<file path="src/rtl/bsg_manycore_core_req_arbiter.sv">
// Round-robin N-core remote-request arbiter with tag table; request and return paths are combinational (0 cycles).
// Backpressure: out_ready_i gates req_yumi_o; resp_yumi_i gates returned_yumi_o; full table or exhausted core credits block grants.
module bsg_manycore_core_req_arbiter #(
    parameter int num_cores_p    = 2,
    parameter int packet_width_p = 80,
    parameter int data_width_p   = 32,
    parameter int reg_id_width_p = 5,
    parameter int num_tags_p     = 16,
    parameter int core_credits_p = 8,
    localparam int tag_width_lp     = (num_tags_p > 1) ? $clog2(num_tags_p) : 1,
    localparam int core_id_width_lp = (num_cores_p > 1) ? $clog2(num_cores_p) : 1,
    localparam int count_width_lp   = $clog2(core_credits_p + 1)
) (
    input  logic                                     clk_i,
    input  logic                                     reset_n_i,
    input  logic [num_cores_p-1:0]                   req_v_i,
    input  logic [num_cores_p*packet_width_p-1:0]    req_packet_i,
    input  logic [num_cores_p*reg_id_width_p-1:0]    req_reg_id_i,
    output logic [num_cores_p-1:0]                   req_yumi_o,
    output logic                                     out_v_o,
    output logic [packet_width_p-1:0]                out_packet_o,
    output logic [tag_width_lp-1:0]                  out_tag_o,
    input  logic                                     out_ready_i,
    input  logic                                     returned_v_i,
    input  logic [tag_width_lp-1:0]                  returned_tag_i,
    input  logic [data_width_p-1:0]                  returned_data_i,
    output logic                                     returned_yumi_o,
    output logic [num_cores_p-1:0]                   resp_v_o,
    output logic [data_width_p-1:0]                  resp_data_o,
    output logic [reg_id_width_p-1:0]                resp_reg_id_o,
    input  logic [num_cores_p-1:0]                   resp_yumi_i,
    output logic [num_cores_p*count_width_lp-1:0]    credits_used_o,
    output logic                                     error_o
);

    typedef struct packed {
        logic [core_id_width_lp-1:0] core;
        logic [reg_id_width_p-1:0]   reg_id;
    } entry_t;

    localparam logic [count_width_lp-1:0] credit_limit = count_width_lp'(core_credits_p);

    logic [num_tags_p-1:0]       valid_r;
    entry_t                      table_r [num_tags_p];
    logic [count_width_lp-1:0]   count_r [num_cores_p];
    logic [count_width_lp-1:0]   count_next [num_cores_p];
    logic [core_id_width_lp-1:0] rr_r;
    logic                        error_r;

    logic [num_cores_p-1:0]      eligible;
    logic                        grant_found;
    logic [core_id_width_lp-1:0] grant_id;
    logic [core_id_width_lp-1:0] next_rr;
    logic [tag_width_lp-1:0]     free_tag;
    logic                        table_full;
    logic                        alloc;
    int                          cand;

    entry_t                      ret_entry;
    logic                        tag_in_range;
    logic                        entry_valid;
    logic                        hit;
    logic                        release_tag;
    logic                        bad_tag;

    always_comb begin
        for (int c = 0; c < num_cores_p; c++) begin
            eligible[c] = req_v_i[c] && (count_r[c] < credit_limit);
        end
    end

    // Search starts at rr_r and wraps, so the first eligible core found wins.
    always_comb begin
        grant_found = 1'b0;
        grant_id    = '0;
        cand        = 0;
        for (int i = 0; i < num_cores_p; i++) begin
            cand = int'(rr_r) + i;
            if (cand >= num_cores_p) cand = cand - num_cores_p;
            if (!grant_found && eligible[cand]) begin
                grant_found = 1'b1;
                grant_id    = core_id_width_lp'(cand);
            end
        end
    end

    always_comb begin
        free_tag = '0;
        for (int t = num_tags_p - 1; t >= 0; t--) begin
            if (!valid_r[t]) free_tag = tag_width_lp'(t);
        end
    end

    assign table_full   = &valid_r;
    assign out_v_o      = reset_n_i & grant_found & ~table_full;
    assign out_packet_o = req_packet_i[grant_id*packet_width_p +: packet_width_p];
    assign out_tag_o    = free_tag;
    assign alloc        = out_v_o & out_ready_i;
    assign req_yumi_o   = alloc ? (num_cores_p'(1) << grant_id) : '0;
    assign next_rr      = (grant_id == core_id_width_lp'(num_cores_p - 1)) ? '0
                        : grant_id + core_id_width_lp'(1);

    generate
        if ((2 ** tag_width_lp) == num_tags_p) begin : g_pow2_tags
            assign tag_in_range = 1'b1;
        end else begin : g_odd_tags
            assign tag_in_range = (returned_tag_i < tag_width_lp'(num_tags_p));
        end
    endgenerate

    assign ret_entry       = table_r[returned_tag_i];
    assign entry_valid     = tag_in_range & valid_r[returned_tag_i];
    assign hit             = reset_n_i & returned_v_i & entry_valid;
    assign resp_v_o        = hit ? (num_cores_p'(1) << ret_entry.core) : '0;
    assign resp_data_o     = returned_data_i;
    assign resp_reg_id_o   = ret_entry.reg_id;
    assign release_tag     = |(resp_v_o & resp_yumi_i);
    // Unknown tags are swallowed so the endpoint never stalls on them.
    assign bad_tag         = reset_n_i & returned_v_i & ~entry_valid;
    assign returned_yumi_o = release_tag | bad_tag;

    always_comb begin
        for (int c = 0; c < num_cores_p; c++) begin
            count_next[c] = count_r[c];
            if ((alloc && grant_id == core_id_width_lp'(c)) &&
                !(release_tag && ret_entry.core == core_id_width_lp'(c))) begin
                count_next[c] = count_r[c] + count_width_lp'(1);
            end else if (!(alloc && grant_id == core_id_width_lp'(c)) &&
                         (release_tag && ret_entry.core == core_id_width_lp'(c))) begin
                count_next[c] = count_r[c] - count_width_lp'(1);
            end
        end
    end

    // Freed and allocated tags never collide: allocation only picks tags invalid in valid_r.
    always_ff @(posedge clk_i or negedge reset_n_i) begin
        if (!reset_n_i) begin
            valid_r <= '0;
            rr_r    <= '0;
            error_r <= 1'b0;
            for (int t = 0; t < num_tags_p; t++) table_r[t] <= '0;
            for (int c = 0; c < num_cores_p; c++) count_r[c] <= '0;
        end else begin
            if (release_tag) valid_r[returned_tag_i] <= 1'b0;
            if (alloc) begin
                valid_r[free_tag]        <= 1'b1;
                table_r[free_tag].core   <= grant_id;
                table_r[free_tag].reg_id <= req_reg_id_i[grant_id*reg_id_width_p +: reg_id_width_p];
                rr_r                     <= next_rr;
            end
            if (bad_tag) error_r <= 1'b1;
            for (int c = 0; c < num_cores_p; c++) count_r[c] <= count_next[c];
        end
    end

    generate
        for (genvar c = 0; c < num_cores_p; c++) begin : g_credits
            assign credits_used_o[c*count_width_lp +: count_width_lp] = count_r[c];
        end
    endgenerate

    assign error_o = error_r;

endmodule

</file>
<file path="config.mk">
export PLATFORM = sky130hd
export DESIGN_NAME = bsg_manycore_core_req_arbiter
export DESIGN_NICKNAME = d
export VERILOG_FILES = /design/src/rtl/bsg_manycore_core_req_arbiter.sv
export SDC_FILE = /design/constraint.sdc
export NUM_CORES = 1
export LEC_CHECK = 0
export ABC_AREA = 0
export BUFFER_PORTS_ARGS = -buffer_cell sky130_fd_sc_hd__buf_2
export CORE_AREA = 2 2 136 138
export DETAILED_ROUTE_END_ITERATION = 8
export DIE_AREA = 0 0 138 140
export PLACE_DENSITY = 0.75
export SETUP_SLACK_MARGIN = 0.15
export SYNTH_ARGS = -nofsm -noshare
export SYNTH_HDL_FRONTEND = slang
export SYNTH_SLANG_ARGS = --single-unit
</file>
<file path="constraint.sdc">
create_clock -name clk_i -period 3.5 [get_ports clk_i]
set_input_delay 0.7 -clock clk_i [delete_from_list [all_inputs] [get_ports clk_i]]
set_output_delay 0.7 -clock clk_i [all_outputs]
set_load 0.01 [all_outputs]
</file>
Yosys cells after proc, flatten, opt, wreduce, memory -nomap -nowiden
Index checks and enable logic that the tools add are counted.
{"block": "totals", "reg_bits": 122, "in_bits": 214, "elab_cells": 156}
{"block": "classes", "addsub": 8, "n_mul": 2, "magnitude_cmp": 13, "shift": 4, "muxes": 52, "n_bitwise": 17, "n_reduce_logical": 23}
{"operator": "$bwmux 96", "n": 2}
{"operator": "$shiftx 160x9->80", "n": 1}
{"operator": "$mux 4", "n": 20}
{"operator": "$lt 32x3->1 const B", "n": 2}
{"operator": "$mux 32", "n": 2}
{"operator": "$demux 6 s4", "n": 2}
{"operator": "$mux 16", "n": 2}
{"operator": "$bmux 6 s4", "n": 1}
{"operator": "$mux 6", "n": 3}
{"operator": "$and 16x16->16", "n": 1}
{"operator": "$not 16->16", "n": 1}
{"operator": "$or 16x16->16", "n": 1}
{"operator": "$reduce_and 16->1", "n": 1}
{"operator": "$logic_and 1x1->1", "n": 14}
{"operator": "$mux 1", "n": 14}
{"operator": "$ge 5x5->1 const B", "n": 2}
{"operator": "$lt 4x5->1 const B", "n": 2}
{"operator": "$not 4->5", "n": 2}
{"operator": "$shiftx 10x5->5", "n": 1}
{"operator": "$add 4x1->4 const B", "n": 2}
{"operator": "$demux 1 s4", "n": 2}
{"operator": "$ge 4x1->1 const B", "n": 2}
{"operator": "$lt 4x4->1 const B", "n": 2}
{"operator": "$mul 1x3->4 const B", "n": 2}
{"operator": "other kinds (19)", "n": 35}

Depth between registers and ports, before layout
{"block": "depth", "depth_word": 23, "ltp_mapped": 16}

Least setup slack after synthesis
No wires, ideal clock.
{"block": "synth_timing", "path_type": "in2reg", "start": "in returned_tag_i[1]", "end": "reg count_r (netlist bit credits_used_o[3])", "arrival_ps": 3648, "required_time_ps": 3373, "slack_ps": -275, "stages": 16, "n_path_buf": 3, "cell_sequence": "buf_2 buf_4 mux4_2 mux4_2 nand3_2 buf_4 nor2_1 nand2_1 ha_1 inv_1 ha_1 a21o_1 a21oi_1 xnor2_1 nor2_1 xor2_1"}
{"block": "synth_via", "elab_chain_len": 12, "word_cells_on_any_way": 18, "cone_classes": "1 x shift; 7 x mux; 4 x bitwise; 6 x reduce/logical"}
{"element": "from (decl)", "line": "25", "source": "input logic [tag_width_lp-1:0] returned_tag_i,"}
{"element": "$not 4->5 (not written as such)", "line": "111", "source": "assign ret_entry = table_r[returned_tag_i];"}
{"element": "$bmux 6 s4", "line": "111"}
{"element": "$mux 6 (not written as such) (2 in a row)", "line": "111"}
{"element": "$shl 1x1->2", "line": "114", "source": "assign resp_v_o = hit ? (num_cores_p'(1) << ret_entry.core) : '0;"}
{"element": "$mux 2 *", "line": "114"}
{"element": "named net resp_v_o[0]", "line": "28", "source": "output logic [num_cores_p-1:0] resp_v_o,"}
{"element": "$and 2x2->2 *", "line": "117", "source": "assign release_tag = |(resp_v_o & resp_yumi_i);"}
{"element": "$reduce_or 2->1 *", "line": "117"}
{"element": "$logic_and 1x1->1 *", "line": "126, 129"}
{"element": "$logic_not 1->1", "line": "126", "source": "!(release_tag && ret_entry.core == core_id_width_lp'(c))) begin"}
{"element": "$logic_and 1x1->1", "line": "125", "source": "if ((alloc && grant_id == core_id_width_lp'(c)) &&"}
{"element": "$mux 4 / $reduce_bool 2->1 (equally long branches)"}
{"element": "to (decl)", "line": "45", "source": "logic [count_width_lp-1:0] count_r [num_cores_p];"}
The timed path passes the listed nets; every way through them passes the cells marked *. The select of a mux whose other input is x is not followed.
A chain may end at the register's enable or synchronous reset.

Worst setup path in the final report
{"block": "layout_timing", "start": "in returned_tag_i[1]", "end": "out returned_yumi_o"}
{"block": "layout_via", "elab_chain_len": 9, "word_cells_on_any_way": 14, "cone_classes": "1 x shift; 6 x mux; 6 x bitwise; 1 x reduce/logical"}
{"element": "$not 4->5 (not written as such)", "line": "111"}
{"element": "$bmux 6 s4", "line": "111"}
{"element": "$mux 6 (not written as such) (2 in a row)", "line": "111"}
{"element": "$shl 1x1->2", "line": "114"}
{"element": "$mux 2", "line": "114"}
{"element": "$and 2x2->2", "line": "117"}
{"element": "$reduce_or 2->1", "line": "117"}
{"element": "$or 1x1->1 *", "line": "120", "source": "assign returned_yumi_o = release_tag | bad_tag;"}
{"element": "to (decl)", "line": "27", "source": "output logic returned_yumi_o,"}
Every way passes the cells marked *; elsewhere a longest branch is shown, timed or not. The select of a mux whose other input is x is not followed.

==> qor.csv <==
metric,value,unit
area grow syn2layout,28.41,%
Hold Path Class,input port to async pin,
vias in the first global route,6883,
CP Cell Sequence,"clkbuf_4, buf_6, nand2b_1, buf_4, o22ai_1, nor3_1, buf_4, or3b_1, and2_4, a21oi_2, buf_2",
routed via count,6818,
Synth Area per Inst,9.627,um2
"Seq/Total Area, Yosys",40.92,%
Synth Warn #,0,
Worst R2R Setup Slack,0.47,ns
IO Port Bufs,285,
R2R Path Start,valid_r[2]$_DFF_PN0_,
initial antenna violation count,5,
drt drc,0,
syn_nets,997,
worst-skew pair later-pin latency,0.42,ns
relative slew slack,30.07,%
"Top FF cell, synth",dfrtp_1,
Mapped Cells,775,
CP max stage delay,0.37,ns
Static Leak,5.097,nW
max-cap check violation count,0,
Synth cell types,49,
Starting Density,41.96,%
nets,1241,
dpl ws,-0.04976,ns
WP buf/inv,5,
Final Hold Fails,0,
root buf cell,clkbuf_16,
Final WS setup,0.2691,ns
Final setup violation count,0,
wire length of the first global-routing pass,40470,um
final period utilization,92.31,%
Setup crit start kind,input port,
worst-case clock buffer depth,2,
GR Util All Layers,27.45,%
maximum vdd drop,0.0004939,V
initial DRC count,625,
worst-margin pin slew,1.049,ns
"CTS clk-pin slew, worst paths",0.05,ns
r2r endpoint,credits_used_o[7]$_DFFE_PN0P_,
Die Height,140,um
mapped cell area,0.007461,mm2
FMAX,309.5,MHz
CORE AREA,0.01778,mm2
Pre-antenna DRT Iters,5,
Setup Crit Path Kind,input port to primary output,
Worst Reg2Reg Path Length in Cells,13,
CTS tree,built,
post-DR wirelength/cell,20.84,um
Final ANT Viol Nets,0,
Setup crit end kind,primary output,
Post-Layout Inst Area,0.009580,mm2
Synth Register Bits,122,
detailed placement HPWL,19960,um
"Min Clock Period, post-route",3.231,ns
I/O Pins,350,
detailed-route wire length,26320,um
TritonCTS buffer count,17,
GP Congestion,0.9143,
Worst path slowest cell,or3b_1,
CP Depth,11,
num rows,49,
htree depth,4,
Horiz. Die Dim,138,um
DR vias/cell,5.398,
share of cells above drive strength 1,47.87,%
"Top cell by count, worst path",buf_4,
CP top delay family,buffers and inverters,
Power Density,737.8,mW/mm2
WP data required,2.80,ns
clock sink count,122,
CP arrival,2.53,ns
max-slew violations,0,
fillcell total,1572,
setup repair after global routing missed its margin,false,
asr flop ratio synth,100.0,%
skew final,0.009358,ns
"EDFF count, synth",0,
die footprint,0.01932,mm2
critical path peak fanout,9,
placed instance area,0.009000,mm2
largest net degree at the start of global routing,88,
gr ovfl total,0,
outcome,"complete, no violations",
[metrics by stage]
| step | power, mW | utilization [%] | hold slack (ns) | TNS [ns] | instances |
|---|---|---|---|---|---|
| after detailed placement | 5.440 | 50.62 | 0.4901 | -0.05295 | 1229 |
| after global placement | 5.347 | 50.62 | 0.4817 | 0 | 1229 |
| after global routing | 7.527 | 53.88 | 0.4413 | 0 | 1263 |
| final | 7.069 | 53.88 | 0.3974 | 0 | 1263 |
| after CTS | 7.081 | 53.75 | 0.4081 | 0 | 1261 |
| after floorplan | 4.319 | - | 0.4044 | 0 | 775 |
[Yosys cell counts, types with 5 or more instances]
library cell | number | area [um2]
a2111oi_1 | 10 | 100.1
nor2b_1 | 6 | 37.54
buf_4 | 34 | 255.2
clkbuf_1 | 38 | 142.6
a21oi_1 | 8 | 40.04
nand3_1 | 7 | 35.03
buf_2 | 5 | 25.02
o21ai_0 | 12 | 60.06
inv_1 | 20 | 75.07
a2111oi_0 | 5 | 43.79
nand2b_1 | 6 | 37.54
ha_1 | 6 | 75.07
xnor2_1 | 6 | 52.55
or2_2 | 6 | 37.54
dfrtp_1 | 122 | 3053
mux4_2 | 30 | 675.7
nor2_1 | 12 | 45.04
o21ai_1 | 5 | 25.02
nor3_1 | 9 | 45.04
mux2_2 | 99 | 1115
nand2_1 | 273 | 1025
o21bai_1 | 9 | 67.56
[cells by family after synthesis]
| family | count (synthesis) | synth area share [%] |
|---|---|---|
| AND/OR/NAND/NOR | 337 | 18.70 |
| multiplexers | 134 | 24.74 |
| flip-flops | 122 | 40.92 |
| buffers and inverters | 103 | 7.177 |
| AO/OA/AOI/OAI | 63 | 5.987 |
| XOR/XNOR | 8 | 0.9392 |
| adder cells (fa/ha/maj) | 8 | 1.543 |
[per-layer routing]
layer	share of wire, %	track usage (%)
met2	48	45.60
met5	0.030	0
met3	8.7	6.120
met4	3.0	10.96
met1	40	35.11
[sequential cells by signal, indices dropped and copies added, names as in the netlist]
| name | flops |
|---|---|
| credits_used_o | 8 |
| valid_r | 16 |
| rr_r | 1 |
| error_o | 1 |
| table_r | 96 |
[worst register-to-register path, delay by kind of cell, from the launching register on]
family	cells	cell delay, ns
flip-flops	1	0.47
XOR/XNOR	2	0.27
multiplexers	2	1.01
AO/OA/AOI/OAI	2	0.34
adder cells (fa/ha/maj)	2	0.47
buffers and inverters	1	0.08
AND/OR/NAND/NOR	4	0.28
[where the power goes]
| group | switching, mW | leakage (nW) | internal [mW] |
|---|---|---|---|
| logic | 1.63 | 3.26 | 1.45 |
| registers | 0.403 | 1.57 | 1.97 |
| clock network | 0.650 | 0.271 | 0.969 |
[final cells by class]
class	instances	area [um2]	share of cell area, %
flip-flops and latches	122	3053	31.87
clock inverters	11	86.33	0.9011
multi-input cells	550	3946	41.19
diodes	2	5.005	0.05224
clock buffers	21	470.5	4.911
inverters	20	75.07	0.7836
well taps	229	286.5	2.991
repair buffers	308	1658	17.30
[cells in the final DEF, fill, tap and decap left out, types with 7 or more instances in the layout]
cell type	instances
o21ai_0	12
o21bai_1	9
nand2_1	273
a2111oi_1	10
inv_1	19
mux2_2	99
nand3_1	7
clkbuf_16	17
nor2_1	11
buf_2	283
dfrtp_1	122
mux4_2	30
nor3_1	9
buf_4	19
[repair_timing]
action,in CTS,in global routing
endpoints found under the setup margin,0,1
buffers inserted,0,0
hold buffers,0,0
resized for setup,0,6
[how the worst max path moves through the flow]
stage	start	to	slack, ns
final	returned_tag_i[1]	returned_yumi_o	0.27
after global routing	returned_tag_i[1]	returned_yumi_o	0.18
after CTS	returned_tag_i[1]	returned_yumi_o	0.16
after detailed placement	returned_tag_i[1]	credits_used_o[7]$_DFFE_PN0P_	-0.05
after global placement	returned_tag_i[1]	credits_used_o[3]$_DFFE_PN0P_	0.05
after floorplan	returned_tag_i[1]	credits_used_o[3]$_DFFE_PN0P_	0.06
No activity file was read; power rests on OpenSTA's default activity.
